$ cat src/rtl/param_multicycle_cpu_if.sv
// ---------------------------------------------------------------------------
// param_multicycle_cpu_if
//   Host-side bus of the multi-cycle accumulator CPU core: program load,
//   start control, register debug port and architectural status.
//
//   master : host / testbench (drives start, load_*, dbg_sel)
//   slave  : the CPU core     (drives dbg_reg, pc, ir, mbr, mar,
//                              busy, halted, div_err)
//
//   start      single-cycle pulse, begins/resumes execution from IDLE/HALT
//   load_en    memory write strobe, honoured only in IDLE/HALT
//   load_addr  write address for load_en
//   load_data  write data for load_en
//   dbg_sel    register select for dbg_reg
//   dbg_reg    combinational R[dbg_sel]
//   pc/ir/mbr/mar  architectural registers
//   busy       high in any state other than IDLE and HALT
//   halted     high in HALT
//   div_err    sticky divide-by-zero flag
// ---------------------------------------------------------------------------
interface param_multicycle_cpu_if #(
  parameter int DATA_W = 12,
  parameter int ADDR_W = 6,
  parameter int REG_W  = 2
);
  logic              start;
  logic              load_en;
  logic [ADDR_W-1:0] load_addr;
  logic [DATA_W-1:0] load_data;
  logic [REG_W-1:0]  dbg_sel;
  logic [DATA_W-1:0] dbg_reg;
  logic [ADDR_W-1:0] pc;
  logic [DATA_W-1:0] ir;
  logic [DATA_W-1:0] mbr;
  logic [ADDR_W-1:0] mar;
  logic              busy;
  logic              halted;
  logic              div_err;

  modport master (
    output start, load_en, load_addr, load_data, dbg_sel,
    input  dbg_reg, pc, ir, mbr, mar, busy, halted, div_err
  );

  modport slave (
    input  start, load_en, load_addr, load_data, dbg_sel,
    output dbg_reg, pc, ir, mbr, mar, busy, halted, div_err
  );
endinterface

$ cat src/rtl/param_multicycle_cpu.sv
// ---------------------------------------------------------------------------
// param_multicycle_cpu
//   Parametrised multi-cycle accumulator-style CPU core with a unified
//   instruction/data memory, NUM_REGS general registers and a
//   FETCH_A / FETCH_I / DECODE / MEM / EXEC state machine.
//
//   Instruction word: op = IR[DATA_W-1 -: 4], rd = IR[ADDR_W+REG_W-1:ADDR_W],
//   a = IR[ADDR_W-1:0].
//   Opcodes: 0 LOAD, 1 STORE, 2 ADD, 3 SUB, 4 MUL, 5 DIV, 6 JMP, 7 JZ,
//   F HALT, everything else NOP.
//
//   Ports:
//     clock    system clock, all logic on posedge
//     reset_n  synchronous active-low reset (memory contents are kept)
//     bus      param_multicycle_cpu_if.slave: load port, start, debug
//              register port and pc/ir/mbr/mar/busy/halted/div_err status
//
//   Build option: define SIGNED_ARITH_EN to make MUL/DIV two's complement
//   (DIV truncates toward zero, MIN / -1 = MIN). Default build is unsigned.
// ---------------------------------------------------------------------------
module param_multicycle_cpu #(
  parameter int DATA_W   = 12,
  parameter int ADDR_W   = 6,
  parameter int NUM_REGS = 4,
  parameter int START_PC = 10
) (
  input  logic                  clock,
  input  logic                  reset_n,
  param_multicycle_cpu_if.slave bus
);

  localparam int REG_W = (NUM_REGS > 1) ? $clog2(NUM_REGS) : 1;
  localparam int DEPTH = 2 ** ADDR_W;

  localparam logic [3:0] OP_LOAD  = 4'h0;
  localparam logic [3:0] OP_STORE = 4'h1;
  localparam logic [3:0] OP_ADD   = 4'h2;
  localparam logic [3:0] OP_SUB   = 4'h3;
  localparam logic [3:0] OP_MUL   = 4'h4;
  localparam logic [3:0] OP_DIV   = 4'h5;
  localparam logic [3:0] OP_JMP   = 4'h6;
  localparam logic [3:0] OP_JZ    = 4'h7;
  localparam logic [3:0] OP_HALT  = 4'hF;

  typedef enum logic [2:0] {
    S_IDLE, S_FETCH_A, S_FETCH_I, S_DECODE, S_MEM, S_EXEC, S_HALT
  } state_t;

  state_t state_reg, state_next;

  logic [ADDR_W-1:0] pc_reg, mar_reg;
  logic [DATA_W-1:0] ir_reg, mbr_reg;
  logic              div_err_reg;

  logic [DATA_W-1:0] mem [DEPTH];
  logic [DATA_W-1:0] regs [NUM_REGS];

  logic [3:0]        op;
  logic [REG_W-1:0]  rd;
  logic [ADDR_W-1:0] a;
  logic [DATA_W-1:0] rd_val;
  logic [DATA_W-1:0] alu_res;
  logic              div_zero;

  logic              take_start;
  logic              mem_we;
  logic [ADDR_W-1:0] mem_waddr;
  logic [DATA_W-1:0] mem_wdata;
  logic              reg_we;

  assign op     = ir_reg[DATA_W-1 -: 4];
  assign rd     = ir_reg[ADDR_W+REG_W-1:ADDR_W];
  assign a      = ir_reg[ADDR_W-1:0];
  assign rd_val = regs[rd];

  // ---------------- state register ----------------
  always_ff @(posedge clock) begin
    if (!reset_n) state_reg <= S_IDLE;
    else          state_reg <= state_next;
  end

  // ---------------- next state and strobes ----------------
  always_comb begin
    state_next = state_reg;
    take_start = 1'b0;
    mem_we     = 1'b0;
    mem_waddr  = bus.load_addr;
    mem_wdata  = bus.load_data;
    reg_we     = 1'b0;
    case (state_reg)
      S_IDLE, S_HALT: begin
        // A load and a start in the same cycle are both honoured.
        mem_we = bus.load_en;
        if (bus.start) begin
          take_start = 1'b1;
          state_next = S_FETCH_A;
        end
      end
      S_FETCH_A: state_next = S_FETCH_I;
      S_FETCH_I: state_next = S_DECODE;
      S_DECODE: begin
        case (op)
          OP_HALT:                 state_next = S_HALT;
          OP_JMP, OP_JZ:           state_next = S_FETCH_A;
          OP_LOAD, OP_STORE, OP_ADD,
          OP_SUB, OP_MUL, OP_DIV:  state_next = S_MEM;
          default:                 state_next = S_FETCH_A;
        endcase
      end
      S_MEM: begin
        if (op == OP_STORE) begin
          mem_we     = 1'b1;
          mem_waddr  = mar_reg;
          mem_wdata  = rd_val;
          state_next = S_FETCH_A;
        end else begin
          state_next = S_EXEC;
        end
      end
      S_EXEC: begin
        reg_we     = 1'b1;
        state_next = S_FETCH_A;
      end
      default: state_next = S_IDLE;
    endcase
  end

  // ---------------- ALU ----------------
`ifdef SIGNED_ARITH_EN
  localparam logic [DATA_W-1:0] SMIN = {1'b1, {(DATA_W-1){1'b0}}};
`endif

  always_comb begin
    div_zero = (mbr_reg == '0);
    alu_res  = mbr_reg;                  // LOAD passes the memory word through
    case (op)
      OP_ADD: alu_res = rd_val + mbr_reg;
      OP_SUB: alu_res = rd_val - mbr_reg;
      // The low DATA_W bits of a product are the same for signed and
      // unsigned operands, so one multiplier serves both builds.
      OP_MUL: alu_res = rd_val * mbr_reg;
      OP_DIV: begin
        if (div_zero) begin
          alu_res = '1;
        end else begin
`ifdef SIGNED_ARITH_EN
          // MIN / -1 overflows; pin it to MIN rather than rely on the
          // division operator's behaviour for an unrepresentable result.
          if (rd_val == SMIN && mbr_reg == '1)
            alu_res = rd_val;
          else
            alu_res = DATA_W'($signed(rd_val) / $signed(mbr_reg));
`else
          alu_res = rd_val / mbr_reg;
`endif
        end
      end
      default: alu_res = mbr_reg;
    endcase
  end

  // ---------------- datapath registers ----------------
  always_ff @(posedge clock) begin
    if (!reset_n) begin
      pc_reg      <= ADDR_W'(START_PC);
      mar_reg     <= '0;
      ir_reg      <= '0;
      mbr_reg     <= '0;
      div_err_reg <= 1'b0;
    end else begin
      case (state_reg)
        S_IDLE, S_HALT: begin
          if (take_start) div_err_reg <= 1'b0;
        end
        S_FETCH_A: mar_reg <= pc_reg;
        S_FETCH_I: begin
          ir_reg <= mem[mar_reg];
          pc_reg <= pc_reg + ADDR_W'(1);
        end
        S_DECODE: begin
          mar_reg <= a;
          if (op == OP_JMP || (op == OP_JZ && rd_val == '0))
            pc_reg <= a;
        end
        S_MEM: begin
          if (op != OP_STORE) mbr_reg <= mem[mar_reg];
        end
        S_EXEC: begin
          if (op == OP_DIV && div_zero) div_err_reg <= 1'b1;
        end
        default: ;
      endcase
    end
  end

  // ---------------- memory (not reset) ----------------
  // Writes are suppressed while reset is asserted so an aborted STORE or a
  // load during reset never reaches the array.
  always_ff @(posedge clock) begin
    if (reset_n && mem_we) mem[mem_waddr] <= mem_wdata;
  end

  // ---------------- register file ----------------
  genvar gi;
  generate
    for (gi = 0; gi < NUM_REGS; gi++) begin : g_regs
      logic [DATA_W-1:0] q_reg;
      always_ff @(posedge clock) begin
        if (!reset_n)                            q_reg <= '0;
        else if (reg_we && rd == REG_W'(gi))     q_reg <= alu_res;
      end
      assign regs[gi] = q_reg;
    end
  endgenerate

  // ---------------- outputs ----------------
  assign bus.dbg_reg = regs[bus.dbg_sel];
  assign bus.pc      = pc_reg;
  assign bus.ir      = ir_reg;
  assign bus.mbr     = mbr_reg;
  assign bus.mar     = mar_reg;
  assign bus.busy    = (state_reg != S_IDLE) && (state_reg != S_HALT);
  assign bus.halted  = (state_reg == S_HALT);
  assign bus.div_err = div_err_reg;

endmodule
$ cat src/flat_wrapper.sv
// flat-port wrapper written by rule: the top's interface ports become plain ports
module param_multicycle_cpu_flat 
#(
  parameter int DATA_W   = 12,
  parameter int ADDR_W   = 6,
  parameter int NUM_REGS = 4,
  parameter int START_PC = 10
)
  (clock, reset_n, bus_start, bus_load_en, bus_load_addr, bus_load_data, bus_dbg_sel, bus_dbg_reg, bus_pc, bus_ir, bus_mbr, bus_mar, bus_busy, bus_halted, bus_div_err);
  param_multicycle_cpu_if #(.DATA_W(DATA_W), .ADDR_W(ADDR_W)) bus_i ();
  input  logic clock;
  input  logic reset_n;
  input wire logic [$bits(bus_i.start)-1:0] bus_start;
  input wire logic [$bits(bus_i.load_en)-1:0] bus_load_en;
  input wire logic [$bits(bus_i.load_addr)-1:0] bus_load_addr;
  input wire logic [$bits(bus_i.load_data)-1:0] bus_load_data;
  input wire logic [$bits(bus_i.dbg_sel)-1:0] bus_dbg_sel;
  output wire logic [$bits(bus_i.dbg_reg)-1:0] bus_dbg_reg;
  output wire logic [$bits(bus_i.pc)-1:0] bus_pc;
  output wire logic [$bits(bus_i.ir)-1:0] bus_ir;
  output wire logic [$bits(bus_i.mbr)-1:0] bus_mbr;
  output wire logic [$bits(bus_i.mar)-1:0] bus_mar;
  output wire logic [$bits(bus_i.busy)-1:0] bus_busy;
  output wire logic [$bits(bus_i.halted)-1:0] bus_halted;
  output wire logic [$bits(bus_i.div_err)-1:0] bus_div_err;
  assign bus_i.start = bus_start;
  assign bus_i.load_en = bus_load_en;
  assign bus_i.load_addr = bus_load_addr;
  assign bus_i.load_data = bus_load_data;
  assign bus_i.dbg_sel = bus_dbg_sel;
  assign bus_dbg_reg = bus_i.dbg_reg;
  assign bus_pc = bus_i.pc;
  assign bus_ir = bus_i.ir;
  assign bus_mbr = bus_i.mbr;
  assign bus_mar = bus_i.mar;
  assign bus_busy = bus_i.busy;
  assign bus_halted = bus_i.halted;
  assign bus_div_err = bus_i.div_err;
  param_multicycle_cpu #(.DATA_W(DATA_W), .ADDR_W(ADDR_W), .NUM_REGS(NUM_REGS), .START_PC(START_PC)) u_core (.clock(clock), .reset_n(reset_n), .bus(bus_i));
endmodule
$ cat config.mk
export PLATFORM = sky130hd
export DESIGN_NAME = param_multicycle_cpu_flat
export DESIGN_NICKNAME = d
export VERILOG_FILES = /design/src/rtl/param_multicycle_cpu_if.sv /design/src/rtl/param_multicycle_cpu.sv /design/src/flat_wrapper.sv
export SDC_FILE = /design/constraint.sdc
export NUM_CORES = 1
export LEC_CHECK = 0
export BUFFER_PORTS_ARGS = -buffer_cell sky130_fd_sc_hd__buf_4
export CORE_MARGIN = 2
export CORE_UTILIZATION = 57
export CTS_CLUSTER_SIZE = 24
export DETAILED_ROUTE_END_ITERATION = 8
export PLACE_DENSITY_LB_ADDON = 0.12
export SYNTH_ARGS = -nofsm -noshare
export SYNTH_HDL_FRONTEND = slang
export SYNTH_SLANG_ARGS = --single-unit
$ cat constraint.sdc
create_clock -name clock -period 17.1 [get_ports clock]
set_input_delay 1.71 -clock clock [delete_from_list [all_inputs] [get_ports clock]]
set_output_delay 1.71 -clock clock [all_outputs]
set_load 0.1 [all_outputs]
==> results.md <==
- Layout cells sized above 1: 0.325
- Most frequent cells in the layout: edfxtp_1, buf_4, mux4_2
- Worst Setup End Kind: flip-flop
- Clock Pin Slew Worst Setup and Hold Paths: 0.06 ns
- R2R cell count: between 80 and 90
- WHS Path Cells: 2
- Setup Skew: approximately 0.038 ns
- Critical path arrival: 17.95 ns
- Final WL: roughly 110000 µm
- Global route overflow: 0
- Starting Density: 0.578
- Kind of critical path: flip-flop to flip-flop
- Max_slew headroom: 0.122
- CTS tree: built
- Fmax: 0.0574 GHz
- Max Root-Sink Buffers: 3
- Period utilisation layout: 1.02
- Worst Tran Pin Value: roughly 1.3 ns
- Routed vias: about 25000
- Clock sinks: 865
- Clock latency at the later pin of the worst-skew pair: 0.63 ns
- Layout area overhead: 18.0%
- Syn nets: about 2800
- Post-route ant nets: 0
- Number of synthesized flops with an enable pin: 768
- Min-delay src: u_core.g_regs[0].q_reg[6]
- Number of DRC markers in iteration 0: about 2300
- Finished Layout Cells: ~3900
- Most common cell after layout, fill and taps aside: edfxtp_1
- CP required: approximately 18 ns
- Register area share after synthesis: 0.615
- Final #Nets: 3118
- Hold_buf cts: 0
- Cell Area, Placed: about 44000 µm²
- Core ar.: approximately 70000 µm²
- Fin area: 48000 µm²
- Worst path max stage delay: between 0.5 and 0.6 ns
- Slowest stage cell, crit path: mux4_2
- Hold Crit Class: flip-flop to flip-flop
- Fraction of registers with async set/reset: 0
- Hold endpoint: u_core.g_regs[0].q_reg[6]
- Number of global-route vias before repair: 25100
- Status: finished with violations
- CP max FO: 7
- Largest net degree at the start of global routing: between 100 and 150
- Die Ht: ~270 µm
- Reg2reg end: u_core.g_regs[1].q_reg[0]
- Setup TNS: -1.33 ns
- Root Buffer: clkbuf_16
- Post-Synthesis Cells: ~2600
- H-tree lvl count: 3
- Setup-failing EPs final: 4
- Synth warn: 0
- Startpoint Class: flip-flop
- Tmin final: between 15 and 20 ns
- Number of fill cells in the layout: 4722
- Global-route wire length before repair: roughly 160000 µm
- Gpl congestion: around 0.97
- Failing checks: setup timing
- WHS: 0.488 ns
- WP buf/inv: 3
- Tot GR Track Use: 0.302
- FF-to-FF setup slack: -0.34 ns
- Yosys reg bits: slightly below 900
- Max_cap viols: 0
- Worst reg2reg startpoint: u_core.bus.ir[6]
- Flip-flop count of the largest register after layout: between 700 and 800
- Final HPWL from detailed placement: roughly 71000 µm
- Wire per inst: approximately 28 µm
- Final worst slack: -0.336 ns
- TritonRoute pass-1 iters: 5
- CP delay by family, top: compound AO/OA/AOI/OAI gates
- Inserted Clock Buffers: 86
- Unique masters post-synth: 87
- Placed instance count: roughly 3700
- DRC: 0
- Post-Syn Area: between 40000 and 50000 µm²
- Mean Syn Cell Area: about 16 µm²
- Initial antenna violation count: 1
- RSZ-0062 raised after global routing: yes
- Row count: between 90 and 100
- Die width: approximately 270 µm
- Die area: ~74000 µm²
- Vias per cell: ~6.3
- Fin. Hold Viols: 0
- Io pins: 75
- Number of port buffers: between 70 and 80
- Max-slew violation count: 0
- Most common flop cell mapped by yosys: edfxtp_1
what timing repair did:
action                     in CTS  in global routing
resized for setup              30                 73
hold endpoints to repair        0                  0
buffers inserted               38                 19
pin swaps                      59                 74
setup endpoints to repair       4                  8
layout make-up:
cell class	count	area [µm²]	area share
flip-flops and latches	865	25000	0.522
multi-input cells	1475	15500	0.323
clock buffers	105	2360	0.0492
well taps	940	1180	0.0245
diodes	2	5.00	0.000104
inverters	111	417	0.00868
clock inverters	51	514	0.0107
repair buffers	391	2970	0.0620
cells by family (layout without fill, tap and decap cells):
group / count (synthesis) / after routing / share of synthesized area
other cells: 0 / 2 / 0
mux: 337 / 337 / 0.171
buf+inv: 237 / 658 / 0.0234
fa+ha+maj: 164 / 164 / 0.0578
xor+xnor: 73 / 73 / 0.0157
simple gates: 559 / 559 / 0.0619
flops: 865 / 865 / 0.615
compound gates: 342 / 342 / 0.0550
metal layers:
metal	global-route usage	part of all wire
met3	0.0453	0.070
met1	0.390	0.38
met5	0	0.00012
met4	0.129	0.049
met2	0.514	0.50
Yosys cell counts, types with 40 or more instances:
cell type,count,share of area
fa_1,40,0.020
a21oi_1,86,0.011
nor2_1,189,0.017
inv_1,105,0.0097
nand2_1,192,0.018
clkbuf_1,79,0.0073
nand3_1,42,0.0052
o21ai_0,80,0.0098
xnor2_1,56,0.012
edfxtp_1,768,0.57
dfxtp_1,97,0.048
mux4_2,283,0.16
ha_1,124,0.038
per-stage QoR:
step                      utilization  worst slack [ns]
after floorplan                     -            -0.600
after global placement          0.627            -0.435
after detailed placement        0.627            -0.714
after CTS                       0.674            -0.327
after global routing            0.682             -1.16
final                           0.682            -0.336
worst register-to-register path, delay by kind of cell, from the launching register on:
kind	cells	cell delay [ns]
flip-flops	1	0.35
buffers and inverters	3	0.54
AO/OA/AOI/OAI	51	9.23
multiplexers	6	2.05
adder cells (fa/ha/maj)	12	3.19
AND/OR/NAND/NOR	14	1.95
worst max path at each step:
stage,from,endpoint,cells after the start
3_3_place_gp,u_core.bus.ir[6],u_core.g_regs[0].q_reg[0],84
3_5_place_dp,u_core.bus.ir[6],u_core.g_regs[1].q_reg[0],84
2_1_floorplan,u_core.bus.ir[6],u_core.g_regs[1].q_reg[0],91
5_1_grt,u_core.bus.ir[6],u_core.g_regs[2].q_reg[0],87
4_1_cts,u_core.bus.ir[6],u_core.g_regs[1].q_reg[0],84
6_report,u_core.bus.ir[6],u_core.g_regs[1].q_reg[0],86
Power is left out: the tool's default activity adds up to more than one toggle a clock period on the data nets, which glitch-free logic cannot reach.
